### src/rtl/term_writer.sv
// term_writer: terminal text-buffer write controller.
//
// Takes character strobes from the UART receive stage, keeps a cursor over a
// ROWS x COLS grid and issues single-cell writes to the display character RAM.
// Scrolling is done by advancing a circular top-row pointer (exported to the
// renderer) and blanking the row that becomes the new bottom line, so no RAM
// copy ever takes place.
//
// Ports:
//   clk, reset           system clock, synchronous active-high reset
//   char, en             character code and its one-cycle strobe
//   wr_en/wr_addr/wr_data  registered RAM write port (addr = phys_row*COLS+col)
//   top_row              physical RAM row displayed at screen row 0
//   cur_col, cur_row     cursor position in screen coordinates
//   busy                 high while a clear write is on the RAM port (and
//                        from reset until the init clear completes)
//   dropped              one-cycle pulse when a character is discarded
//
// Assumes COLS >= 2 and ROWS >= 2.
module term_writer #(
  parameter int COLS = 80,
  parameter int ROWS = 30
) (
  input  logic                         clk,
  input  logic                         reset,
  input  logic [7:0]                   char,
  input  logic                         en,
  output logic                         wr_en,
  output logic [$clog2(ROWS*COLS)-1:0] wr_addr,
  output logic [7:0]                   wr_data,
  output logic [$clog2(ROWS)-1:0]      top_row,
  output logic [$clog2(COLS)-1:0]      cur_col,
  output logic [$clog2(ROWS)-1:0]      cur_row,
  output logic                         busy,
  output logic                         dropped
);

  localparam int CELLS = ROWS * COLS;
  localparam int AW    = $clog2(CELLS);
  localparam int RW    = $clog2(ROWS);
  localparam int CW    = $clog2(COLS);

  localparam logic [AW-1:0] LAST_CELL    = AW'(CELLS - 1);
  localparam logic [AW-1:0] LAST_CLR_COL = AW'(COLS - 1);
  localparam logic [CW-1:0] LAST_COL     = CW'(COLS - 1);
  localparam logic [RW-1:0] LAST_ROW     = RW'(ROWS - 1);
  localparam logic [7:0]    SPACE        = 8'h20;
  localparam logic [7:0]    CR           = 8'h0D;

  typedef enum logic [1:0] {INIT_CLEAR, IDLE, SCROLL_CLEAR} state_t;

  state_t          state, state_nxt;
  logic [AW-1:0]   cnt, cnt_nxt;          // init: cell index; scroll: column
  logic [RW-1:0]   clr_row, clr_row_nxt;  // physical row being blanked
  logic            pend_vld, pend_vld_nxt;
  logic [7:0]      pend_ch, pend_ch_nxt;

  logic            wr_en_nxt, busy_nxt, dropped_nxt;
  logic [AW-1:0]   wr_addr_nxt;
  logic [7:0]      wr_data_nxt;
  logic [RW-1:0]   top_row_nxt, cur_row_nxt;
  logic [CW-1:0]   cur_col_nxt;

  logic            stall, src_vld, is_print, is_cr, do_nl;
  logic [7:0]      src_ch;
  logic [RW:0]     row_sum;
  logic [RW-1:0]   phys_row;

  function automatic logic [AW-1:0] row_base(input logic [RW-1:0] r);
    return AW'(r) * AW'(COLS);
  endfunction

  // Physical row under the cursor: (top_row + cur_row) mod ROWS.
  assign row_sum  = {1'b0, top_row} + {1'b0, cur_row};
  assign phys_row = (row_sum >= (RW+1)'(ROWS)) ? RW'(row_sum - (RW+1)'(ROWS))
                                                : row_sum[RW-1:0];

  always_comb begin
    state_nxt    = state;
    cnt_nxt      = cnt;
    clr_row_nxt  = clr_row;
    pend_vld_nxt = pend_vld;
    pend_ch_nxt  = pend_ch;
    wr_en_nxt    = 1'b0;
    wr_addr_nxt  = wr_addr;
    wr_data_nxt  = wr_data;
    top_row_nxt  = top_row;
    cur_col_nxt  = cur_col;
    cur_row_nxt  = cur_row;
    busy_nxt     = busy;
    dropped_nxt  = 1'b0;
    src_vld      = 1'b0;
    src_ch       = char;
    is_print     = 1'b0;
    is_cr        = 1'b0;
    do_nl        = 1'b0;

    // Characters are only consumed in IDLE once the last clear write has
    // left the RAM port; any other cycle parks them in the pending slot.
    // The slot takes priority over a fresh strobe, which refills it.
    stall = (state != IDLE) || busy;
    if (!stall) begin
      if (pend_vld) begin
        src_vld      = 1'b1;
        src_ch       = pend_ch;
        pend_vld_nxt = en;
        if (en) pend_ch_nxt = char;
      end else if (en) begin
        src_vld = 1'b1;
        src_ch  = char;
      end
    end else if (en) begin
      if (!pend_vld) begin
        pend_vld_nxt = 1'b1;
        pend_ch_nxt  = char;
      end else begin
        dropped_nxt = 1'b1;
      end
    end

    case (state)
      INIT_CLEAR: begin
        wr_en_nxt   = 1'b1;
        wr_addr_nxt = cnt;
        wr_data_nxt = SPACE;
        cnt_nxt     = cnt + AW'(1);
        if (cnt == LAST_CELL) state_nxt = IDLE;
      end

      SCROLL_CLEAR: begin
        wr_en_nxt   = 1'b1;
        wr_addr_nxt = row_base(clr_row) + cnt;
        wr_data_nxt = SPACE;
        busy_nxt    = 1'b1;
        cnt_nxt     = cnt + AW'(1);
        if (cnt == LAST_CLR_COL) state_nxt = IDLE;
      end

      IDLE: begin
        if (busy) begin
          // Last clear write is visible this cycle; busy drops next.
          busy_nxt = 1'b0;
        end else if (src_vld) begin
          is_print = (src_ch >= 8'd32) && (src_ch <= 8'd126);
          is_cr    = (src_ch == CR);
          do_nl    = is_cr || (is_print && (cur_col == LAST_COL));

          if (is_print) begin
            wr_en_nxt   = 1'b1;
            wr_addr_nxt = row_base(phys_row) + AW'(cur_col);
            wr_data_nxt = src_ch;
            if (!do_nl) cur_col_nxt = cur_col + CW'(1);
          end

          if (do_nl) begin
            cur_col_nxt = '0;
            if (cur_row != LAST_ROW) begin
              cur_row_nxt = cur_row + RW'(1);
            end else begin
              top_row_nxt = (top_row == LAST_ROW) ? '0 : top_row + RW'(1);
              clr_row_nxt = top_row;
              state_nxt   = SCROLL_CLEAR;
              if (is_cr) begin
                // RAM port is free, so column 0 of the clear goes out now.
                wr_en_nxt   = 1'b1;
                wr_addr_nxt = row_base(top_row);
                wr_data_nxt = SPACE;
                busy_nxt    = 1'b1;
                cnt_nxt     = AW'(1);
              end else begin
                // Port is carrying the character; clear starts next cycle.
                cnt_nxt = '0;
              end
            end
          end
        end
      end

      default: state_nxt = INIT_CLEAR;
    endcase
  end

  always_ff @(posedge clk) begin
    if (reset) begin
      state    <= INIT_CLEAR;
      cnt      <= '0;
      clr_row  <= '0;
      pend_vld <= 1'b0;
      pend_ch  <= '0;
      wr_en    <= 1'b0;
      wr_addr  <= '0;
      wr_data  <= SPACE;
      top_row  <= '0;
      cur_col  <= '0;
      cur_row  <= '0;
      busy     <= 1'b1;
      dropped  <= 1'b0;
    end else begin
      state    <= state_nxt;
      cnt      <= cnt_nxt;
      clr_row  <= clr_row_nxt;
      pend_vld <= pend_vld_nxt;
      pend_ch  <= pend_ch_nxt;
      wr_en    <= wr_en_nxt;
      wr_addr  <= wr_addr_nxt;
      wr_data  <= wr_data_nxt;
      top_row  <= top_row_nxt;
      cur_col  <= cur_col_nxt;
      cur_row  <= cur_row_nxt;
      busy     <= busy_nxt;
      dropped  <= dropped_nxt;
    end
  end

endmodule
### config.mk
export PLATFORM = sky130hd
export DESIGN_NAME = term_writer
export DESIGN_NICKNAME = d
export VERILOG_FILES = /design/src/rtl/term_writer.sv
export SDC_FILE = /design/constraint.sdc
export NUM_CORES = 1
export LEC_CHECK = 0
export BUFFER_PORTS_ARGS = -buffer_cell sky130_fd_sc_hd__buf_2
export CAP_MARGIN = 20
export CORE_MARGIN = 2
export CORE_UTILIZATION = 45
export CTS_CLUSTER_DIAMETER = 40
export DETAILED_ROUTE_END_ITERATION = 6
export GPL_ROUTABILITY_DRIVEN = 0
export HOLD_SLACK_MARGIN = 0.15
export SLEW_MARGIN = 20
export SYNTH_ARGS = -nofsm -noshare
export SYNTH_HDL_FRONTEND = slang
export SYNTH_SLANG_ARGS = --single-unit
### constraint.sdc
create_clock -name clk -period 14.15 [get_ports clk]
set_input_delay 2.83 -clock clk [delete_from_list [all_inputs] [get_ports clk]]
set_output_delay 2.83 -clock clk [all_outputs]
set_load 0.1 [all_outputs]
# == Yosys cells after proc, flatten, opt, wreduce, memory -nomap -nowiden ==
# Index checks and enable logic that the tools add are counted.
# totals
register_bits,68
elab_cells,125
# op_classes
n_addsub,8
multipliers,3
order_cmp,3
n_eq_ne,17
n_mux,57
bitwise,4
reduce_logical,20
# op_table
op,n
$mux W12,10
$mux W8,12
$pmux W12 S3,1
$mul A5 B3 Y8 const B,3
$pmux W12 S2,1
$mux W1,19
$ne A2 B2 Y1 const B,8
$pmux W8 S2,1
$reduce_and A5 Y1,3
$mux W7,2
$add A12 B1 Y12 const B,1
$add A12 B12 Y12,1
$add A12 B7 Y12,1
$eq A12 B12 Y1 const B,1
$eq A12 B7 Y1 const B,1
$mux W2,6
$add A5 B1 Y5 const B,2
$mux W5,2
$reduce_and A3 Y1,3
$eq A8 B4 Y1 const B,1
$ge A8 B6 Y1 const B,1
$le A8 B7 Y1 const B,1
$reduce_bool A2 Y1,4
$add A7 B1 Y7 const B,1
other kinds (20),26

# == Logic depth before layout (Yosys ltp) ==
# Gate-level depths: netlist of run 1.
# logic_depth
ltp_word,12
mapped_depth,19

# == Worst setup path before layout of run 1 ==
# OpenSTA, ideal clock, no wires.
# synth_timing
kind,flip-flop to flip-flop
startpoint,reg top_row[0]
endpoint,reg wr_addr[11]
setup_ns,0.079
t_arrival_ns,5.027
required_time_ns,14.071
path_slack_ns,9.044
path_stages_with_launch,20
n_path_buf,0
cell_sequence,dfxtp_1 > ha_1 > fa_1 > xnor2_1 > a2111oi_0 > nor2_1 > o21ai_0 > xnor2_1 > inv_1 > ha_1 > ha_1 > inv_1 > fa_1 > and3b_1 > a32oi_1 > a2111oi_0 > nand4_1 > nor3b_1 > mux2i_1 > o211ai_1
# synth_via
elab_chain_len,12
word_cells_on_any_way,14
# synth_rtl
element,line_no,source
"start, declared",31,"output logic [$clog2(ROWS)-1:0] top_row,"
"start signal, assigned",207,top_row <= top_row_nxt;
$add A5 B5 Y6,74,"assign row_sum = {1'b0, top_row} + {1'b0, cur_row};"
$sub A5 B5 Y5 or $ge A6 B5 Y1 (tied branches),75,assign phys_row = (row_sum >= (RW+1)'(ROWS)) ? RW'(row_sum - (RW+1)'(ROWS))
$mux W5,75,
$mul A5 B3 Y8,70,return AW'(r) * AW'(COLS);
$add A12 B7 Y12,150,wr_addr_nxt = row_base(phys_row) + AW'(cur_col);
$mux W12,148,if (is_print) begin
$mux W12,163,if (is_cr) begin
$mux W12,157,if (cur_row != LAST_ROW) begin
$mux W12 (*),155,if (do_nl) begin
$mux W12 (*),143,end else if (src_vld) begin
$mux W12 (*),140,if (busy) begin
$pmux W12 S3 (*),121,case (state)
"end signal, assigned",205,wr_addr <= wr_addr_nxt;
"end, declared",29,"output logic [$clog2(ROWS*COLS)-1:0] wr_addr,"
# Every way passes the cells marked *; elsewhere a longest branch is shown, timed or not. The select of a mux whose other input is x is not followed.
# A chain may end at the register's enable or synchronous reset.

# == Worst setup path in the final report of run 1 ==
# Same ends and word-level chain as after synthesis.

==> results of run 1 <==
==> sequential cells by signal (all words and copies together) (netlist names), 2 cells and up <==
register  count
top_row       5
cur_col       7
cur_row       5
wr_data       8
state         2
wr_addr      12
pend_ch       8
cnt          12
clr_row       5
==> power groups by stage <==
stage                     clock network (mW)  logic [mW]  registers [mW]
after floorplan                            0      0.0134           0.206
after global placement                     0      0.0235           0.202
after detailed placement                   0      0.0238           0.202
after CTS                              0.172      0.0239           0.197
after global routing                   0.181      0.0262           0.198
final                                  0.170      0.0238           0.198
==> cells by family (layout without fill, tap and decap cells) <==
logic type,after synthesis,in the layout,synth area share
AOI/OAI and AO/OA,139,139,0.203
and+or+nand+nor,217,217,0.216
adders and majority gates,51,51,0.142
xor gates and xnor gates,41,41,0.0747
muxes,19,19,0.0409
buffers and inverters,47,94,0.0406
DFF,68,68,0.283
==> metrics by stage <==
step / setup WS [ns] / utilization / hold WS [ns] / instances
finish: 8.93 / 0.515 / 0.494 / 765
global route: 8.59 / 0.515 / 0.494 / 765
CTS: 8.95 / 0.515 / 0.488 / 765
detailed placement: 8.98 / 0.496 / 0.476 / 749
global placement: 9.05 / 0.496 / 0.462 / 749
floorplan: 9.04 / - / 0.453 / 582
==> cells in the mapped netlist (12+ instances only) <==
library cell / n / share of area
nor2_1: 70 / 0.055
dfxtp_1: 68 / 0.28
nand2_1: 55 / 0.043
ha_1: 45 / 0.12
a21oi_1: 43 / 0.045
inv_1: 27 / 0.021
xor2_1: 21 / 0.038
nand3_1: 20 / 0.021
o21ai_0: 20 / 0.021
xnor2_1: 20 / 0.036
mux2i_1: 17 / 0.035
nand4_1: 16 / 0.021
clkbuf_1: 15 / 0.012
a21o_1: 12 / 0.019
nor2b_1: 12 / 0.016
==> routing by layer <==
| layer | routed length [um] | up-vias | share of wire | global-route usage |
|---|---|---|---|---|
| li1 | - | 2171 | - | - |
| met1 | 5950 | 2066 | 0.48 | 0.294 |
| met2 | 5670 | 102 | 0.45 | 0.364 |
| met3 | 542 | 19 | 0.044 | 0.0406 |
| met4 | 300 | 0 | 0.024 | 0.0852 |
| met5 | 0 | - | 0 | 0 |
==> tightest hold or removal path: stages, from the launching register on <==
cell and delay (ns):
dfxtp_1 0.34, nand2_1 0.06, a21oi_1 0.05
==> cell type report <==
class | count | area, um^2
repair buffers | 51 | 258
clock buffers | 10 | 138
fillers | 1039 | 5030
inverters | 27 | 101
multi-input cells | 467 | 3250
well taps | 136 | 170
clock inverters | 6 | 62.6
flip-flops and latches | 68 | 1360
==> worst paths after layout <==
kind                              end  slack, ns  cells past startpoint
max          wr_addr[11]$_SDFFE_PP0P_       8.93                     19
min           clr_row[2]$_SDFFE_PP0P_       0.49                      2
max reg2reg  wr_addr[11]$_SDFFE_PP0P_       8.93                     19
min reg2reg   clr_row[2]$_SDFFE_PP0P_       0.49                      2
==> impl_metrics.ini, run 1 <==
[clock_tree]
cts_tree = built
clock-sinks = 68
cts_max_level = 3
cts_buffers = 9
post_cts_buffers = 0
cts.clk_slew.worst_paths_ns = 0.08
clockBufferDepth = 2
cts_resized = 0
postCtsHoldBufs = 0
root_buffer = clkbuf_8
clk_latency_ns = 0.36

[synth]
synth-main-ff-cell = dfxtp_1
synth_seq_area_share = 0.283
ys_async_sr_fraction = 0
yosysUniqueCellTypes = 62
synth_nets = 644
synthesis.area_um2 = 4810
ys.warnings.count = 0
syn_inst = 582
ys_ff_latch = 68
postSynthAreaPerCell_um2 = 8.26
synth_edf_count = 0

[pwr]
power_density_nw_per_um2 = 73.3
p_total_uw = 391
switching_share = 0.265
irDropWorstVdd_uv = 39.0
power.leakage_nw = 2.41
clkPwrFrac = 0.434
p_int_uw = 288
seqPwrFrac = 0.505
p_comb_frac = 0.061
p_switching_uw = 104

[global_routing]
grt_pass1_vias = 4176
track_usage = 0.223
grt_first_pass_wirelength_um = 20300
overflow = 0
grt_max_degree = 56
antenna_found_initial = 0

[sta]
rsz0062_at_grt = false
fin_crit_ns = 5.22
setup_viol = 0
slew_headroom = 0.381
fin_crit_sh = 0.369
tightest_slew_ns = 0.923
drv_slew = 0
fin_skew_ns = 0.0100
max_freq_ghz = 0.191
final_hold_viol_count = 0
tns_ns = 0

[routing]
ant_nets = 0
avgViaCountPerCell = 5.70
post_drt_wl_per_cell_um = 16.3
route.vias.total = 4358
dr.first_iter.drc_count = 220
drtPass1Iterations = 5
drc = 0
wl_um = 12500

[hold_path]
hold_start = clr_row[2]$_SDFFE_PP0P_
hold_class = flop to flop

[worst_setup_path]
cp-start-kind = flop
path_class = flop to flop
cp_cell_sequence = ha_1, fa_1, xnor2_1, a2111oi_0, nor2_1, o21ai_0, xnor2_1, inv_1, ha_1, ha_1, inv_1, fa_1, and3b_1, a32oi_1, a2111oi_0, nand4_1, nor3b_1, mux2i_1, o211ai_1
endpoint_kind = flop
crit_family = adder cells
required_ns = 14.43
timing.rr.start = top_row[0]$_SDFFE_PP0P_
cp_max_fo = 10
critPathLaunch = top_row[0]$_SDFFE_PP0P_
crit_top_cell = ha_1
crit_buf_inv = 2
slowest_delay_ns = 0.56
worstPathArrival_ns = 5.51
critPathSlowestCell = a2111oi_0

[layout]
drive_gt1_frac = 0.130
num_antenna_cells = 0
layout_commonest_cell = nor2_1
nets = 686
final_cell_mix = 70 x nor2_1, 68 x dfxtp_1, 55 x nand2_1
area_growth_pct = 11.1
finalInstanceArea_um2 = 5340

[floorplanning]
fp.dieArea_um2 = 11500
die_h_um = 107
core_area_um2 = 10400
initial_core_util = 0.463
die_x_um = 107
ios = 51
row_count = 37

[status]
outcome = completed

[place]
placed_area_um2 = 5140
dpl.hpwl_um = 9160
port_buffers = 50

[run]
drv_cap = 0
No activity file was read; power rests on OpenSTA's default activity.
==> run 2, diff against run 1 <==
--- a/config.mk
+++ b/config.mk
@@ -13,6 +13,7 @@
 export DETAILED_ROUTE_END_ITERATION = 6
 export GPL_ROUTABILITY_DRIVEN = 0
 export HOLD_SLACK_MARGIN = 0.15
+export PLACE_DENSITY = 0.66
 export SLEW_MARGIN = 20
 export SYNTH_ARGS = -nofsm -noshare
 export SYNTH_HDL_FRONTEND = slang
==> constraint.sdc (replaced) <==
create_clock -name clk -period 4.5 [get_ports clk]
set_input_delay 0.9 -clock clk [delete_from_list [all_inputs] [get_ports clk]]
set_output_delay 0.9 -clock clk [all_outputs]
set_load 0.1 [all_outputs]
==> run 2 against run 1 <==
Net effect:
- setup slack worse by 8.7 ns
- global-route usage up 0.36 points
- clock skew up 0.0027 ns
- sequential cell count unchanged
- largest cell class unchanged
- non-clock buffer count up 12
- cell area up 4.7%
- sequential share of layout area down 0.87 points
- combinational power rose to 3.2 times the previous value
- count of clock-buffer cells in the layout unchanged
- die area unchanged
- wire length up 2.1%
==> impl_metrics.ini, run 2 (synthesis results as in run 1) <==
[status]
outcome = completed

[global_routing]
use_met2 = 0.382
track_usage = 0.227
grt_busiest_layer = met2
use_met3 = 0.0496
grt_first_pass_wirelength_um = 20500
gr-usage-met1 = 0.285
overflow = 0
grt_max_degree = 31
antenna_found_initial = 0
grt_pass1_vias = 4132

[layout]
final-seq-area_um2 = 1380
final_cell_mix = 69 x nor2_1, 60 x dfxtp_1, 53 x nand2_1
nets = 698
layout_commonest_cell = nor2_1
largestRegisters = cnt: 12 flops, wr_addr: 12 flops
area_growth_pct = 16.3
num_antenna_cells = 0
finalInstanceArea_um2 = 5590
fin_cells = 777
multi_input_area_um2 = 3370
fill_cells = 995
drive_gt1_frac = 0.186

[pwr]
power.leakage_nw = 2.50
p_switching_uw = 325
irDropWorstVdd_uv = 162
switching_share = 0.253
p_int_uw = 960
p_comb_frac = 0.060
clkPwrFrac = 0.458
power_density_nw_per_um2 = 230
seqPwrFrac = 0.483
p_total_mw = 1.28

[routing]
drc = 0
drtPass1Iterations = 5
dr.first_iter.drc_count = 318
post_drt_wl_per_cell_um = 16.4
route.vias.total = 4461
ant_nets = 0
avgViaCountPerCell = 5.74
wl_um = 12700

[clock_tree]
clock-sinks = 68
cts_tree = built
cts_max_level = 3
clockBufferDepth = 2
cts.clk_slew.worst_paths_ns = 0.08
cts_buffers = 9
postCtsHoldBufs = 0
clk_latency_ns = 0.37
root_buffer = clkbuf_8

[place]
placed_area_um2 = 5240
dp_slack_ns = -0.0155
port_buffers = 50
dpl.hpwl_um = 9360
dp_cells = 760

[sta]
setup_viol = 0
slew_headroom = 0.297
final_hold_viol_count = 0
fin_skew_ns = 0.0127
fin_ws_ns = 0.228
max_freq_ghz = 0.234
fin_crit_ns = 4.27
tightest_slew_ns = 1.04
fin_crit_sh = 0.949
drv_slew = 0

[floorplanning]
fp.dieArea_um2 = 11500
core_area_um2 = 10400
row_count = 37
ios = 51
die_x_um = 107
initial_core_util = 0.463
die_h_um = 107

[worst_setup_path]
path_class = flop to flop
cp-start-kind = flop
endpoint_kind = flop
worstPathArrival_ns = 4.56
required_ns = 4.79
rrSetupSlack_ns = 0.23
cp_max_fo = 3

[hold_path]
hold_class = flop to flop

[run]
drv_cap = 0
[run 2: changes by cell type in the layout (fill, tap and decap cells not counted), sizes merged]
| cell | delta |
|---|---|
| bufinv | +1 |
| inv | -1 |
| buf | +12 |
[run 2: per-stage QoR]
| step | utilization | hold WS (ns) | TNS, ns |
|---|---|---|---|
| 6_report | 0.539 | 0.492 | 0 |
| 3_5_place_dp | 0.506 | 0.474 | -0.0155 |
| 4_1_cts | 0.528 | 0.493 | 0 |
| 5_1_grt | 0.539 | 0.507 | -0.0646 |
| 3_3_place_gp | 0.506 | 0.465 | 0 |
| 2_1_floorplan | - | 0.453 | 0 |
[run 2: final cells by class]
| type | instances | share of cell area |
|---|---|---|
| clock buffer | 10 | 0.0246 |
| clock inverter | 6 | 0.0157 |
| tap | 136 | 0.0304 |
| multi-input combinational | 467 | 0.603 |
| timing repair buffer | 63 | 0.0622 |
| sequential | 68 | 0.246 |
| inverter | 27 | 0.0181 |
[run 2: final timing paths]
check,startpoint,depth (start not counted),to
min,wr_data[3]$_SDFFE_PP0P_,2,wr_data[3]$_SDFFE_PP0P_
min reg2reg,wr_data[3]$_SDFFE_PP0P_,2,wr_data[3]$_SDFFE_PP0P_
max reg2reg,top_row[0]$_SDFFE_PP0P_,19,wr_addr[10]$_SDFFE_PP0P_
max,top_row[0]$_SDFFE_PP0P_,19,wr_addr[10]$_SDFFE_PP0P_
[run 2: layer usage]
layer | vias to the layer above | wire length (um)
met1 | 2127 | 5750
li1 | 2200 | -
met3 | 21 | 656
met4 | 0 | 237
met5 | - | 0
met2 | 113 | 6080
[run 2: power by group through the flow]
stage | Sequential, mW | Combinational (mW) | Clock (mW)
floorplan | 0.646 | 0.0420 | 0
global placement | 0.634 | 0.0749 | 0
detailed placement | 0.634 | 0.0765 | 0
CTS | 0.620 | 0.0766 | 0.604
global route | 0.622 | 0.0838 | 0.623
finish | 0.620 | 0.0768 | 0.588
[run 2: worst max-delay path, stage by stage, from the launching register on]
cell	delay, ns
dfxtp_4	0.36
ha_4	0.17
fa_2	0.55
nand2_2	0.07
a2111oi_4	0.37
nor2_2	0.11
o21ai_4	0.22
nand2_2	0.10
xnor2_1	0.13
ha_1	0.29
ha_2	0.17
inv_1	0.05
fa_1	0.41
xnor2_1	0.25
o2111ai_1	0.18
xor2_1	0.18
a311o_1	0.28
mux2i_1	0.12
o21ai_0	0.10
o2111ai_1	0.11
[run 2: repair_timing]
action | in CTS | in global routing
setup buffers | 0 | 1
endpoints found under the setup margin | 1 | 3
gates resized for setup | 1 | 22
pin swaps | 1 | 8
